==> src/rtl/exc_request_ctrl.sv <==
// Exception request initiator toward CP0: prioritises synchronous traps over synchronized
// interrupts, issues a one-cycle request, retries on decline and tracks handler residency.
module exc_request_ctrl #(
  parameter int N_IRQ       = 6,
  parameter int SYNC_STAGES = 2
) (
  input  logic             clk,
  input  logic             reset,
  input  logic [N_IRQ-1:0] irq,
  input  logic [N_IRQ-1:0] irq_mask,
  input  logic             trap_ov,
  input  logic             trap_teq,
  input  logic             trap_syscall,
  input  logic             trap_break,
  input  logic             status_ie,
  input  logic             mtc0,
  input  logic             eret,
  input  logic             ans_exception,
  output logic             exception,
  output logic [4:0]       cause,
  output logic             stall,
  output logic [N_IRQ-1:0] irq_pending,
  output logic             trap_dropped
);

  typedef enum logic [1:0] {IDLE, REQ, WAIT, HANDLER} state_t;

  state_t                                state, next_state;
  logic [SYNC_STAGES-1:0][N_IRQ-1:0]     sync_q;
  logic                                  trap_pend;
  logic [4:0]                            pend_cause;
  logic                                  trap_any;
  logic [4:0]                            trap_code;
  logic                                  cand_valid;
  logic [4:0]                            cand_cause;

  // Interrupt lines are asynchronous; only the last synchronizer stage is trusted.
  always_ff @(posedge clk or negedge reset) begin
    if (!reset) sync_q <= '0;
    // NOTE: every clocked block uses non-blocking assignments so that all registers
    // update from the same pre-edge values, independent of statement order.
    else        sync_q <= {sync_q[SYNC_STAGES-2:0], irq};
  end

  assign irq_pending = sync_q[SYNC_STAGES-1] & irq_mask;
  assign trap_any    = trap_ov | trap_teq | trap_syscall | trap_break;

  always_comb begin
    // NOTE: a default assignment ahead of the priority chain keeps this block latch-free.
    trap_code = 5'd0;
    if      (trap_ov)      trap_code = 5'd12;
    else if (trap_teq)     trap_code = 5'd13;
    else if (trap_syscall) trap_code = 5'd8;
    else if (trap_break)   trap_code = 5'd9;
  end

  assign cand_valid = trap_pend | (|irq_pending);
  assign cand_cause = trap_pend ? pend_cause : 5'd0;

  // A trap is held until CP0 accepts it; a trap arriving while one is held (or with
  // interrupts globally disabled) is lost and flagged until the next reset.
  always_ff @(posedge clk or negedge reset) begin
    if (!reset) begin
      trap_pend    <= 1'b0;
      pend_cause   <= 5'd0;
      trap_dropped <= 1'b0;
    end else begin
      if (state == WAIT && ans_exception && cause != 5'd0) trap_pend <= 1'b0;
      if (trap_any) begin
        if (!trap_pend && status_ie) begin
          trap_pend  <= 1'b1;
          pend_cause <= trap_code;
        end else begin
          trap_dropped <= 1'b1;
        end
      end
    end
  end

  always_ff @(posedge clk or negedge reset) begin
    if (!reset) state <= IDLE;
    else        state <= next_state;
  end

  always_comb begin
    next_state = state;
    case (state)
      IDLE:    if (cand_valid && status_ie && !mtc0) next_state = REQ;
      REQ:     next_state = WAIT;
      WAIT:    next_state = ans_exception ? HANDLER : IDLE;
      HANDLER: if (eret) next_state = IDLE;
      default: next_state = IDLE;
    endcase
  end

  always_comb begin
    stall = trap_pend | (state == REQ) | (state == WAIT);
  end

  // The request strobe is registered so CP0 sees a clean one-cycle pulse; cause is kept
  // after the strobe so the WAIT decision knows whether a trap was being served.
  always_ff @(posedge clk or negedge reset) begin
    if (!reset) begin
      exception <= 1'b0;
      cause     <= 5'd0;
    end else begin
      exception <= (state == IDLE) && (next_state == REQ);
      if (state == IDLE && next_state == REQ) cause <= cand_cause;
    end
  end

endmodule

==> config.mk <==
export PLATFORM = sky130hd
export DESIGN_NAME = exc_request_ctrl
export DESIGN_NICKNAME = d
export VERILOG_FILES = /design/src/rtl/exc_request_ctrl.sv
export SDC_FILE = /design/constraint.sdc
export NUM_CORES = 1
export LEC_CHECK = 0
export BUFFER_PORTS_ARGS = -buffer_cell sky130_fd_sc_hd__buf_2
export CELL_PAD_IN_SITES_DETAIL_PLACEMENT = 1
export CELL_PAD_IN_SITES_GLOBAL_PLACEMENT = 1
export CORE_MARGIN = 2
export CORE_UTILIZATION = 36
export CTS_CLUSTER_SIZE = 14
export DETAILED_ROUTE_END_ITERATION = 7
export PLACE_DENSITY_LB_ADDON = 0.2
export SLEW_MARGIN = 20
export SYNTH_ARGS = -nofsm -noshare
export SYNTH_HDL_FRONTEND = slang
export SYNTH_SLANG_ARGS = --single-unit
==> constraint.sdc <==
create_clock -name clk -period 2.56 [get_ports clk]
set_clock_uncertainty 0.1 [all_clocks]
set_input_delay 0.768 -clock clk [delete_from_list [all_inputs] [get_ports clk]]
set_output_delay 0.768 -clock clk [all_outputs]
set_load 0.01 [all_outputs]
---- After elaboration in Yosys (flattened, before gate mapping) ----
Cells that the tools add are included.
word-level totals
  flip-flop bits (word level) ............. 27
  bits of input ports ..................... 22
  output and inout port bits .............. 14
  word-level logic and storage cells ...... 45
operators by class
  equality and inequality tests ........... 4
  multiplexer cells ....................... 12
  bitwise operators ....................... 8
  reductions and logical operators ........ 13
operator list
  cell                  count
  $mux W4               4
  $pmux W2 S4           1
  $and A6 B6 Y6         1
  $logic_and A1 B1 Y1   6
  $mux W2               3
  $or A1 B1 Y1          6
  $reduce_or A6 Y1      1
  $mux W5               1
  $reduce_bool A5 Y1    1
  $eq A2 B1 Y1 const B  2
  $eq A2 B2 Y1 const B  2
  $reduce_and A2 Y1     2
  $mux W1               3
  $logic_not A1 Y1      2
  $logic_not A2 Y1      1
  $not A1 Y1            1

---- Logic depth before layout (Yosys ltp) ----
  word-level depth ........................ 9
  gate-level depth with buffers ........... 3
  mapped depth without buffers ............ 3

---- Worst setup path after synthesis ----
Ideal clock, no wire load.
  path type ............................... input port to flip-flop
  start ................................... input mtc0
  end ..................................... register cause[0]
  library setup time ...................... 0.118 ns
  arrival time ............................ 1.705 ns
  data required time ...................... 2.342 ns
  path slack .............................. 0.637 ns
  cell stages on the path ................. 3
  buffers on the path ..................... 0
  cells stage by stage .................... or4b_4 a31o_4 a21o_1
on the way
  cells in the longest elaborated chain, start to end .. 6
ends and longest elaborated chain
  what                  line  source
  start, declared       16    input logic mtc0,
  $logic_not A1 Y1      88    IDLE: if (cand_valid && status_ie && !mtc0) next_state = REQ;
  $logic_and A1 B1 Y1   88
  $mux W2               88
  $pmux W2 S4           87    case (state)
  $eq A2 B1 Y1          108   if (state == IDLE && next_state == REQ) cause <= cand_cause;
  $logic_and A1 B1 Y1   108
  end signal, assigned  108
  end, declared         20    output logic [4:0] cause,
Every way passes these cells.
A chain may end at the register's enable or synchronous reset.

---- Worst setup path in the final report ----
  start ................................... register state[1]
  end ..................................... output stall
on the way
  cells in the longest elaborated chain, start to end .. 3
  elaborated cells on any way between the ends .. 4
  classes of those cells .................. 2 x eq/ne; 2 x bitwise
ends and longest elaborated chain
  what                    line  source
  start, declared         28    state_t state, next_state;
  start signal, assigned  82    else state <= next_state;
  $eq A2 B1 Y1            97    stall = trap_pend | (state == REQ) | (state == WAIT);
  $or A1 B1 Y1            97
  $or A1 B1 Y1 *          97
  end, declared           21    output logic stall,
Every way passes the cells marked *; elsewhere a longest branch is shown, timed or not.

==> impl_metrics.toml <==
[layout]
layout-drive-gt1-share_pct = 38.3
nFillCells = 268
finish.instance_area_mm2 = 0.00110
layout-area-overhead-vs-synth_pct = 24.6
num_antenna_cells = 0
num-nets-final = 130

[clock_network]
worstSkewPairLatency_ps = 300
cts-root-buf = "sky130_fd_sc_hd__clkbuf_4"
clk_path_buf_depth = 2
cts_sinks = 23
cts.hold.buffers_added = 0
htree_levels = 1
cts_buffers = 3
count_of_cells_resized_by_post_cts_repair = 0
cts.repair_timing.setup_buffer_count = 0
reg_clk_slew_reported_paths_ps = 120
cts_tree = "built"

[placement]
dpl_cell_area_mm2 = 0.00107
gp_routability_congestion = 0.754
portBuffers = 33

[routing]
drt_pre_antenna_iters = 5
routed_wl_um = 1560
total_length_of_routed_met3_wires_um = 99
overall_via_count_from_detail_route = 639
top_signal_layer_used = "met4"
drc_errors = 0
via_cell_ratio = 4.73
routedLengthMet1_um = 613
final_antenna_net_count = 0
wl_per_cell_um = 11.5
drt-initial-drc-count = 3
route.met2.wl_um = 832

[pwr]
leakagePower_uw = 0.000576
vdd_drop_max_v = 0.000379
power.density_cell_area_mw_per_mm2 = 822

[synthesis]
share_of_synthesized_registers_carrying_an_async_set_or_reset_pct = 100
most_repeated_cell_in_the_gate_level_netlist_after_synthesis = "sky130_fd_sc_hd__dfrtp_1"
synth_top_cell_area_share_pct = 65.3
synthesis.area_um2 = 881
netlist.top_cell.by_area = "sky130_fd_sc_hd__dfrtp_1"
synth_edf_count = 0
seq_area_frac_synth_pct = 65.3
ys.flop_type = "sky130_fd_sc_hd__dfrtp_1"
synth-warning-count = 0
postSynthAreaPerCell_um2 = 12.4
synth_top_cells_by_area = "sky130_fd_sc_hd__dfrtp_1 65%, sky130_fd_sc_hd__and2_1 4.3%, sky130_fd_sc_hd__nor2b_1 2.8%"
synth-seq-cells = 23
netlist-cell-type-count = 25
synthesis.instances = 71
synth_top_cells_by_count = "23 x sky130_fd_sc_hd__dfrtp_1, 6 x sky130_fd_sc_hd__and2_1, 5 x sky130_fd_sc_hd__nand2_1"

[die]
floorplan.io_pins = 36
initial_utilization_pct = 39.1
die-area_mm2 = 0.00286
standard_cell_core_area_mm2 = 0.00225
dieWidth_um = 53.5
floorplan.rows = 17
die_y_um = 53.5

[timing]
slew_violations = 0
number_of_hold_violations_in_the_final_report = 0
highest_achievable_clock_rate_mhz = 497
post-route-min-period_ps = 2010
period_share_pct = 78.7
setup_tns_ps = 0
fin_worst_hold_slack_ps = 260
grt_setup_unrepaired = "no"
report.final.setup_viol = 0

[flow_run]
cap_viol_max_count = 0

[hold_path]
timing.hold.worst_path_depth = 0
worst_hold_path.endpoint = "sync_q[10]"
worstHoldStart = "sync_q[4]"
hold_path_class = "reg -> reg"

[grt]
wire_length_of_the_first_global_routing_pass_um = 2680
grt_overflow_total = 0
antenna_found_initial = 0
maximum_number_of_pins_on_one_net_before_global_route_repair = 24
number_of_global_route_vias_before_repair = 616
grtUsageTotal_pct = 13.5

[critical_path]
crit_type = "reg -> out"
reg2reg_slack_ps = 890
critPathArrivalTime_ps = 1150
required_time_at_the_worst_slack_endpoint_ps = 1690
worstPathMaxFanout = 6
origin_of_the_critical_flop_to_flop_path = "state[1]"
reg2regPathDepth = 3
r2r-end = "cause[3]"
setup.worst_path.end_class = "output pin"
worstSetupStartpointType = "flip-flop"

[outcome]
status = "finished clean"
==> cell type report <==
type                       instances  area [um2]  area share, %
sequential                        23         576           52.5
multi-input combinational         44         283           25.8
timing repair buffer              33         165           15.1
tap                               28        35.0           3.19
clock buffer                       3        22.5           2.05
inverter                           3        11.3           1.03
clock inverter                     1        5.00          0.456
==> worst max-delay path by stage <==
stage | start | end | slack (ps)
final | state[1] | stall | 550
after global routing | state[1] | stall | 480
after CTS | state[1] | stall | 520
after detailed placement | mtc0 | cause[3] | 490
after global placement | mtc0 | cause[2] | 520
after floorplan | mtc0 | cause[0] | 640
==> logic make-up (layout without fill, tap and decap cells) <==
group,after synthesis,in the layout,synth area share (%)
other,1,2,0.426
DFF,23,23,65.3
xor gates and xnor gates,1,1,0.994
AOI/OAI and AO/OA,13,13,11.2
and+or+nand+nor,26,26,16.6
muxes,2,2,2.41
buffers and inverters,5,40,2.98
==> power by group <==
part / internal (uW) / leakage [uW] / switching (uW)
Clock: 58.1 / 0.0000177 / 98.6
Combinational: 125 / 0.000292 / 115
Sequential: 435 / 0.000267 / 71.2
==> sequential cells by signal, indices dropped and copies added, names as in the netlist <==
name and cells:
sync_q 12, state 2, trap_dropped 1, pend_cause 3
trap_pend 1, exception 1, cause 3
==> placed cells by master, fill, tap and decap left out, types with 2 or more instances in the layout <==
| master | Yosys | routed |
|---|---|---|
| sky130_fd_sc_hd__nor2_1 | 4 | 4 |
| sky130_fd_sc_hd__clkbuf_4 | 0 | 3 |
| sky130_fd_sc_hd__nand2b_1 | 3 | 3 |
| sky130_fd_sc_hd__nand2_1 | 5 | 5 |
| sky130_fd_sc_hd__buf_2 | 0 | 33 |
| sky130_fd_sc_hd__a21oi_1 | 3 | 3 |
| sky130_fd_sc_hd__nor2b_1 | 4 | 4 |
| sky130_fd_sc_hd__dfrtp_1 | 23 | 23 |
| sky130_fd_sc_hd__inv_1 | 3 | 3 |
| sky130_fd_sc_hd__a21o_1 | 3 | 3 |
| sky130_fd_sc_hd__and2_1 | 6 | 6 |
| sky130_fd_sc_hd__conb_1 | 1 | 2 |
==> critical path, cell delays in order (launching register included) <==
cell and delay, ps:
sky130_fd_sc_hd__dfrtp_1 470, sky130_fd_sc_hd__xnor2_1 180, sky130_fd_sc_hd__nand2b_1 60, sky130_fd_sc_hd__buf_2 130
==> per-layer routing <==
metal | track usage [%] | vias up
met5 | 0 | -
met4 | 6.41 | 0
met3 | 3.67 | 2
met2 | 24.3 | 20
met1 | 14.4 | 308
li1 | - | 309
==> metrics by stage <==
stage	std cells	total power [uW]	setup WS (ps)	util [%]
after floorplan	72	656	637	-
after global placement	131	745	516	47.4
after detailed placement	131	760	486	47.4
after CTS	135	922	520	48.7
after global routing	135	977	479	48.7
final	135	902	546	48.7
(Power assumes the default switching activity.)
